[src/rtl/topk_result_collector_if.sv]
// Bundle of the stream, host-pop and status signals between the search core, the
// result collector and the UART register bridge.
interface topk_result_collector_if #(
    parameter int DATA_WIDTH = 32,
    parameter int MAX_K      = 8
);
    localparam int CW = $clog2(MAX_K + 1);

    logic                  start_in;
    logic [15:0]           k_in;
    logic [DATA_WIDTH-1:0] result_in;
    logic                  result_valid_in;
    logic [31:0]           host_req_in;
    logic [DATA_WIDTH-1:0] data_out;
    logic                  data_valid_out;
    logic [CW-1:0]         count_out;
    logic                  done_out;
    logic                  overflow_out;

    modport master (
        output start_in, k_in, result_in, result_valid_in, host_req_in,
        input  data_out, data_valid_out, count_out, done_out, overflow_out
    );

    modport slave (
        input  start_in, k_in, result_in, result_valid_in, host_req_in,
        output data_out, data_valid_out, count_out, done_out, overflow_out
    );
endinterface

[src/rtl/topk_result_collector.sv]
// Captures k result words from the search core after start_in, then serves them one
// per host pop (rising transition of the pop register to 1) with count/done/overflow status.
module topk_result_collector #(
    parameter int DATA_WIDTH = 32,
    parameter int MAX_K      = 8
) (
    input  logic                       clk_in,
    input  logic                       rst_in,
    topk_result_collector_if.slave     bus
);
    localparam int CW = $clog2(MAX_K + 1);
    localparam int AW = (MAX_K > 1) ? $clog2(MAX_K) : 1;

    typedef enum logic [1:0] {S_IDLE, S_COLLECT, S_READY} state_e;

    state_e                state_q, state_d;
    logic [CW-1:0]         wr_q, wr_d;
    logic [CW-1:0]         rd_q, rd_d;
    logic [CW-1:0]         count_q, count_d;
    logic [CW-1:0]         k_q, k_d;
    logic [31:0]           req_q;
    logic [DATA_WIDTH-1:0] data_q, data_d;
    logic                  dvalid_q, dvalid_d;
    logic                  ovf_q, ovf_d;
    logic                  wr_en;
    logic                  arm;
    logic                  pop;
    logic [CW-1:0]         k_eff;
    logic [DATA_WIDTH-1:0] mem_q [MAX_K];

    assign k_eff = (bus.k_in > 16'(MAX_K)) ? CW'(MAX_K) : bus.k_in[CW-1:0];
    assign pop   = (bus.host_req_in != req_q) && (bus.host_req_in == 32'd1);

    always_comb begin
        state_d  = state_q;
        wr_d     = wr_q;
        rd_d     = rd_q;
        count_d  = count_q;
        k_d      = k_q;
        data_d   = data_q;
        dvalid_d = dvalid_q;
        ovf_d    = ovf_q;
        wr_en    = 1'b0;
        arm      = 1'b0;

        unique case (state_q)
            S_IDLE: arm = bus.start_in;
            S_COLLECT: begin
                if (bus.result_valid_in) begin
                    wr_en   = 1'b1;
                    wr_d    = wr_q + 1'b1;
                    count_d = count_q + 1'b1;
                    if (count_d == k_q) begin
                        state_d  = S_READY;
                        dvalid_d = 1'b1;
                        // With k==1 the head word is the one being written right now.
                        data_d   = (count_q == '0) ? bus.result_in : mem_q[0];
                    end
                end
            end
            S_READY: begin
                if (bus.start_in) begin
                    arm = 1'b1;
                end else begin
                    if (bus.result_valid_in) ovf_d = 1'b1;
                    if (pop && (rd_q < count_q)) begin
                        rd_d = rd_q + 1'b1;
                        if (rd_d < count_q) data_d = mem_q[rd_d[AW-1:0]];
                        else                dvalid_d = 1'b0;
                    end
                end
            end
            default: state_d = S_IDLE;
        endcase

        if (arm) begin
            k_d      = k_eff;
            wr_d     = '0;
            rd_d     = '0;
            count_d  = '0;
            ovf_d    = 1'b0;
            dvalid_d = 1'b0;
            state_d  = (k_eff == '0) ? S_READY : S_COLLECT;
        end
    end

    always_ff @(posedge clk_in or negedge rst_in) begin
        if (!rst_in) begin
            state_q  <= S_IDLE;
            wr_q     <= '0;
            rd_q     <= '0;
            count_q  <= '0;
            k_q      <= '0;
            req_q    <= '0;
            data_q   <= '0;
            dvalid_q <= 1'b0;
            ovf_q    <= 1'b0;
        end else begin
            state_q  <= state_d;
            wr_q     <= wr_d;
            rd_q     <= rd_d;
            count_q  <= count_d;
            k_q      <= k_d;
            req_q    <= bus.host_req_in;
            data_q   <= data_d;
            dvalid_q <= dvalid_d;
            ovf_q    <= ovf_d;
        end
    end

    // NOTE: the result buffer has no reset; pointers and count guard every read of it.
    always_ff @(posedge clk_in) begin
        if (wr_en) mem_q[wr_q[AW-1:0]] <= bus.result_in;
    end

    assign bus.data_out       = data_q;
    assign bus.data_valid_out = dvalid_q;
    assign bus.count_out      = count_q;
    assign bus.done_out       = (state_q == S_READY);
    assign bus.overflow_out   = ovf_q;
endmodule

[src/flat_wrapper.sv]
// flat-port wrapper written by rule: the top's interface ports become plain ports
module topk_result_collector_flat 
#(
    parameter int DATA_WIDTH = 32,
    parameter int MAX_K      = 8
)
  (clk_in, rst_in, bus_start_in, bus_k_in, bus_result_in, bus_result_valid_in, bus_host_req_in, bus_data_out, bus_data_valid_out, bus_count_out, bus_done_out, bus_overflow_out);
  topk_result_collector_if #(.DATA_WIDTH(DATA_WIDTH), .MAX_K(MAX_K)) bus_i ();
  input  logic clk_in;
  input  logic rst_in;
  input wire logic [$bits(bus_i.start_in)-1:0] bus_start_in;
  input wire logic [$bits(bus_i.k_in)-1:0] bus_k_in;
  input wire logic [$bits(bus_i.result_in)-1:0] bus_result_in;
  input wire logic [$bits(bus_i.result_valid_in)-1:0] bus_result_valid_in;
  input wire logic [$bits(bus_i.host_req_in)-1:0] bus_host_req_in;
  output wire logic [$bits(bus_i.data_out)-1:0] bus_data_out;
  output wire logic [$bits(bus_i.data_valid_out)-1:0] bus_data_valid_out;
  output wire logic [$bits(bus_i.count_out)-1:0] bus_count_out;
  output wire logic [$bits(bus_i.done_out)-1:0] bus_done_out;
  output wire logic [$bits(bus_i.overflow_out)-1:0] bus_overflow_out;
  assign bus_i.start_in = bus_start_in;
  assign bus_i.k_in = bus_k_in;
  assign bus_i.result_in = bus_result_in;
  assign bus_i.result_valid_in = bus_result_valid_in;
  assign bus_i.host_req_in = bus_host_req_in;
  assign bus_data_out = bus_i.data_out;
  assign bus_data_valid_out = bus_i.data_valid_out;
  assign bus_count_out = bus_i.count_out;
  assign bus_done_out = bus_i.done_out;
  assign bus_overflow_out = bus_i.overflow_out;
  topk_result_collector #(.DATA_WIDTH(DATA_WIDTH), .MAX_K(MAX_K)) u_core (.clk_in(clk_in), .rst_in(rst_in), .bus(bus_i));
endmodule
[config.mk]
export PLATFORM = sky130hd
export DESIGN_NAME = topk_result_collector_flat
export DESIGN_NICKNAME = d
export VERILOG_FILES = /design/src/rtl/topk_result_collector_if.sv /design/src/rtl/topk_result_collector.sv /design/src/flat_wrapper.sv
export SDC_FILE = /design/constraint.sdc
export NUM_CORES = 1
export LEC_CHECK = 0
export ABC_AREA = 1
export CAP_MARGIN = 20
export CORE_MARGIN = 2
export CORE_UTILIZATION = 60
export CTS_BUF_LIST = sky130_fd_sc_hd__clkbuf_8
export DETAILED_ROUTE_END_ITERATION = 10
export MAX_ROUTING_LAYER = met4
export PLACE_DENSITY_LB_ADDON = 0.3
export SETUP_SLACK_MARGIN = 0.4
export SKIP_CTS_REPAIR_TIMING = 1
export SLEW_MARGIN = 20
export SYNTH_ARGS = -nofsm -noshare
export SYNTH_HDL_FRONTEND = slang
export SYNTH_SLANG_ARGS = --single-unit
[constraint.sdc]
create_clock -name clk_in -period 3.4 [get_ports clk_in]
set_input_delay 1.02 -clock clk_in [delete_from_list [all_inputs] [get_ports clk_in]]
set_output_delay 1.02 -clock clk_in [all_outputs]
set_load 0.01 [all_outputs]
==> flow_summary.ini <==
[min_path]
hp-start = u_core.bus.data_out[20]
hold_class = flop to flop

[drt]
dr.pass1.iters = 5
wl_met3_um = 2708
vias = 10210
drt-total-wl_um = 32920
avgRoutedWirePerCell_um = 18.69
drc = 0
dr.max_layer_used = met4
met2_length_um = 15890
viasPerCell = 5.799
postRouteAntennaNets = 0
drt-met1-wl_um = 13450
drt_iter0_drc = 973

[critical_path]
startpoint_type = flop
timing.critical_path.to = bus_done_out
crit-reg2reg-launch = u_core.rd_q[0]
endpoint_kind = primary output
r2r_setup_slack_ns = 0.80
worstSetupPathType = flop to primary output
crit_fanout = 4
r2r_end = u_core.bus.data_out[30]
worstPathRequired_ns = 2.38
cp_data_arrival_time_ns = 1.82
r2r_cells = 12
crit_path_start = u_core.state_q[0]

[job]
drv_cap = 0

[die]
ios = 123
start_util_pct = 60.80
num_rows = 56
core-area_um2 = 23400
dieArea_um2 = 24960
die_x_um = 158.0
die_height_um = 158.0

[power_and_ir_drop]
p_per_area_nw_per_um2 = 758.1
p_leak_uw = 0.006235
vdd_ir_drop_max_mv = 0.4280

[timing]
skew_ns = 0.02268
fmaxAchievable_mhz = 352.6
fin_setup_tns_ns = 0
setup_violations = 0
min_period_ns = 2.836
maxSlewViolCount = 0
tightest_slew_ns = 0.7912
min_period_over_period_pct = 83.41
hold_slack_ns = 0.4720
layout_setup_ws_ns = 0.5639
hold_viol_final = 0
rsz0062_at_grt = false
slew_headroom_pct = 47.26

[final_layout]
ff_latch_area_um2 = 9768
diodes = 0
area_growth_pct = 18.55
nFillCells = 1663
multi_input_area_um2 = 4026
drive_gt1_share_pct = 7.836
layout.nets = 1493

[grt]
grt_pass1_vias = 10050
gr-total-overflow = 0
antenna_found_initial = 0
grt_pass1_wl_um = 50850
grt_util_all_layers_pct = 27.21
grt_max_degree = 84

[logic_synthesis]
syn_area_per_cell_um2 = 11.22
synth_commonest_cells = 256 x edfxtp_1, 251 x nor2_1, 172 x o21ai_0, 160 x nand2_1, 83 x dfrtp_1
synth_warnings = 0
yosysTopAreaCell = edfxtp_1
syn_area_um2 = 14230
syn_nets = 1362
synth_cell_types = 27
ys_ff_latch = 339
synth_edf_count = 256
async_flop_share_pct = 24.48
seq_area_frac_synth_pct = 68.62
ys_dominant_reg_cell = edfxtp_1
yosysMostFrequentCell = edfxtp_1
yosys.area.top_type_share_pct = 54.03
ys_top_cells_by_area = edfxtp_1 54%, dfrtp_1 15%, nor2_1 6.6%
synthCells = 1268

[clock_tree]
path_clk_slew_ns = 0.06
cts_htree_levels = 2
root_buffer = clkbuf_8
numClockSinks = 339
tritoncts = built
clk_latency_ns = 0.58
clock_path_buffers = 3
cts_buffers = 53

[outcome]
outcome = completed

[place]
place_ws_ns = 0.2388
port_buffers = 122
hpwl_um = 18450
routabilityCongestion = 0.8284
-- cells in the final DEF, fill, tap and decap left out --
| master | count |
|---|---|
| clkinv_2 | 7 |
| clkinv_1 | 18 |
| dfrtp_1 | 82 |
| o21ai_1 | 30 |
| clkbuf_8 | 58 |
| buf_12 | 10 |
| inv_8 | 1 |
| xor2_1 | 3 |
| o22ai_1 | 67 |
| inv_6 | 1 |
| edfxtp_1 | 256 |
| nand2_1 | 160 |
| buf_4 | 15 |
| xnor2_2 | 1 |
| nand3_1 | 44 |
| clkinvlp_4 | 1 |
| o2111a_1 | 1 |
| o21ai_0 | 172 |
| xnor2_1 | 28 |
| nor3b_1 | 1 |
| dfrtp_4 | 1 |
| nand2_4 | 2 |
| clkdlybuf4s50_1 | 121 |
| nor2_1 | 242 |
| nor3_1 | 2 |
| nand3_2 | 1 |
| nand4_1 | 4 |
| buf_6 | 1 |
| ha_1 | 10 |
| o211ai_1 | 32 |
| a21oi_1 | 4 |
| inv_1 | 52 |
| inv_2 | 4 |
| nor2_2 | 1 |
| nor2_4 | 9 |
-- state kept, by name (all words and copies together) (netlist names) --
register                   flops
u_core.bus.data_out           32
u_core.mem_q                 256
u_core.bus.count_out           4
u_core.req_q                  32
u_core.state_q                 2
u_core.bus.overflow_out        1
u_core.wr_q                    3
u_core.bus.data_valid_out      1
u_core.rd_q                    4
u_core.k_q                     4
-- worst min path at each step --
stage / end / cells past startpoint
4_1_cts: u_core.bus.data_out[17] / 2
2_1_floorplan: u_core.k_q[3] / 2
3_5_place_dp: u_core.bus.data_out[17] / 2
6_report: u_core.bus.data_out[20] / 2
5_1_grt: u_core.bus.data_out[20] / 2
3_3_place_gp: u_core.bus.data_out[18] / 2
-- layout make-up --
type	count	share of cell area (%)
multi-input combinational	814	23.87
clock buffer	58	4.733
inverter	44	0.9792
timing repair buffer	147	9.102
clock inverter	40	1.039
tap	319	2.366
sequential	339	57.91
-- cells by family after synthesis --
| logic type | count (synthesis) | share of synthesized area [%] |
|---|---|---|
| XOR/XNOR | 32 | 1.970 |
| flip-flops | 339 | 68.62 |
| buffers and inverters | 115 | 3.570 |
| AO/OA/AOI/OAI | 306 | 11.96 |
| AND/OR/NAND/NOR | 466 | 13.00 |
| adder cells (fa/ha/maj) | 10 | 0.8794 |
-- worst max-delay path, cell delays in order, from the launching register on --
cell	delay [ns]
dfrtp_1	0.40
nor2_2	0.24
clkdlybuf4s50_1	0.59
-- power breakdown --
part           internal, uW  switching, uW  leakage, uW  total [uW]
logic                  1600           2770      0.00234        4370
registers              5020            276      0.00334        5290
clock network          1580           1550     0.000547        3130
-- stage by stage --
| step | area, um2 | util, % | total power [uW] | std cells |
|---|---|---|---|---|
| floorplan | 14230 | - | 8071 | 1268 |
| global placement | 15890 | 67.89 | 9523 | 1663 |
| detailed placement | 15890 | 67.89 | 9667 | 1663 |
| CTS | 16860 | 72.05 | 12790 | 1761 |
| global route | 16870 | 72.08 | 13470 | 1761 |
| finish | 16870 | 72.08 | 12790 | 1761 |
-- per-layer routing --
metal | track usage, % | vias up
met5 | - | -
met1 | 35.05 | 4915
met3 | 4.407 | 81
met4 | 10.81 | 0
li1 | - | 4753
met2 | 43.85 | 463
Power figures use the tool's default switching activity.
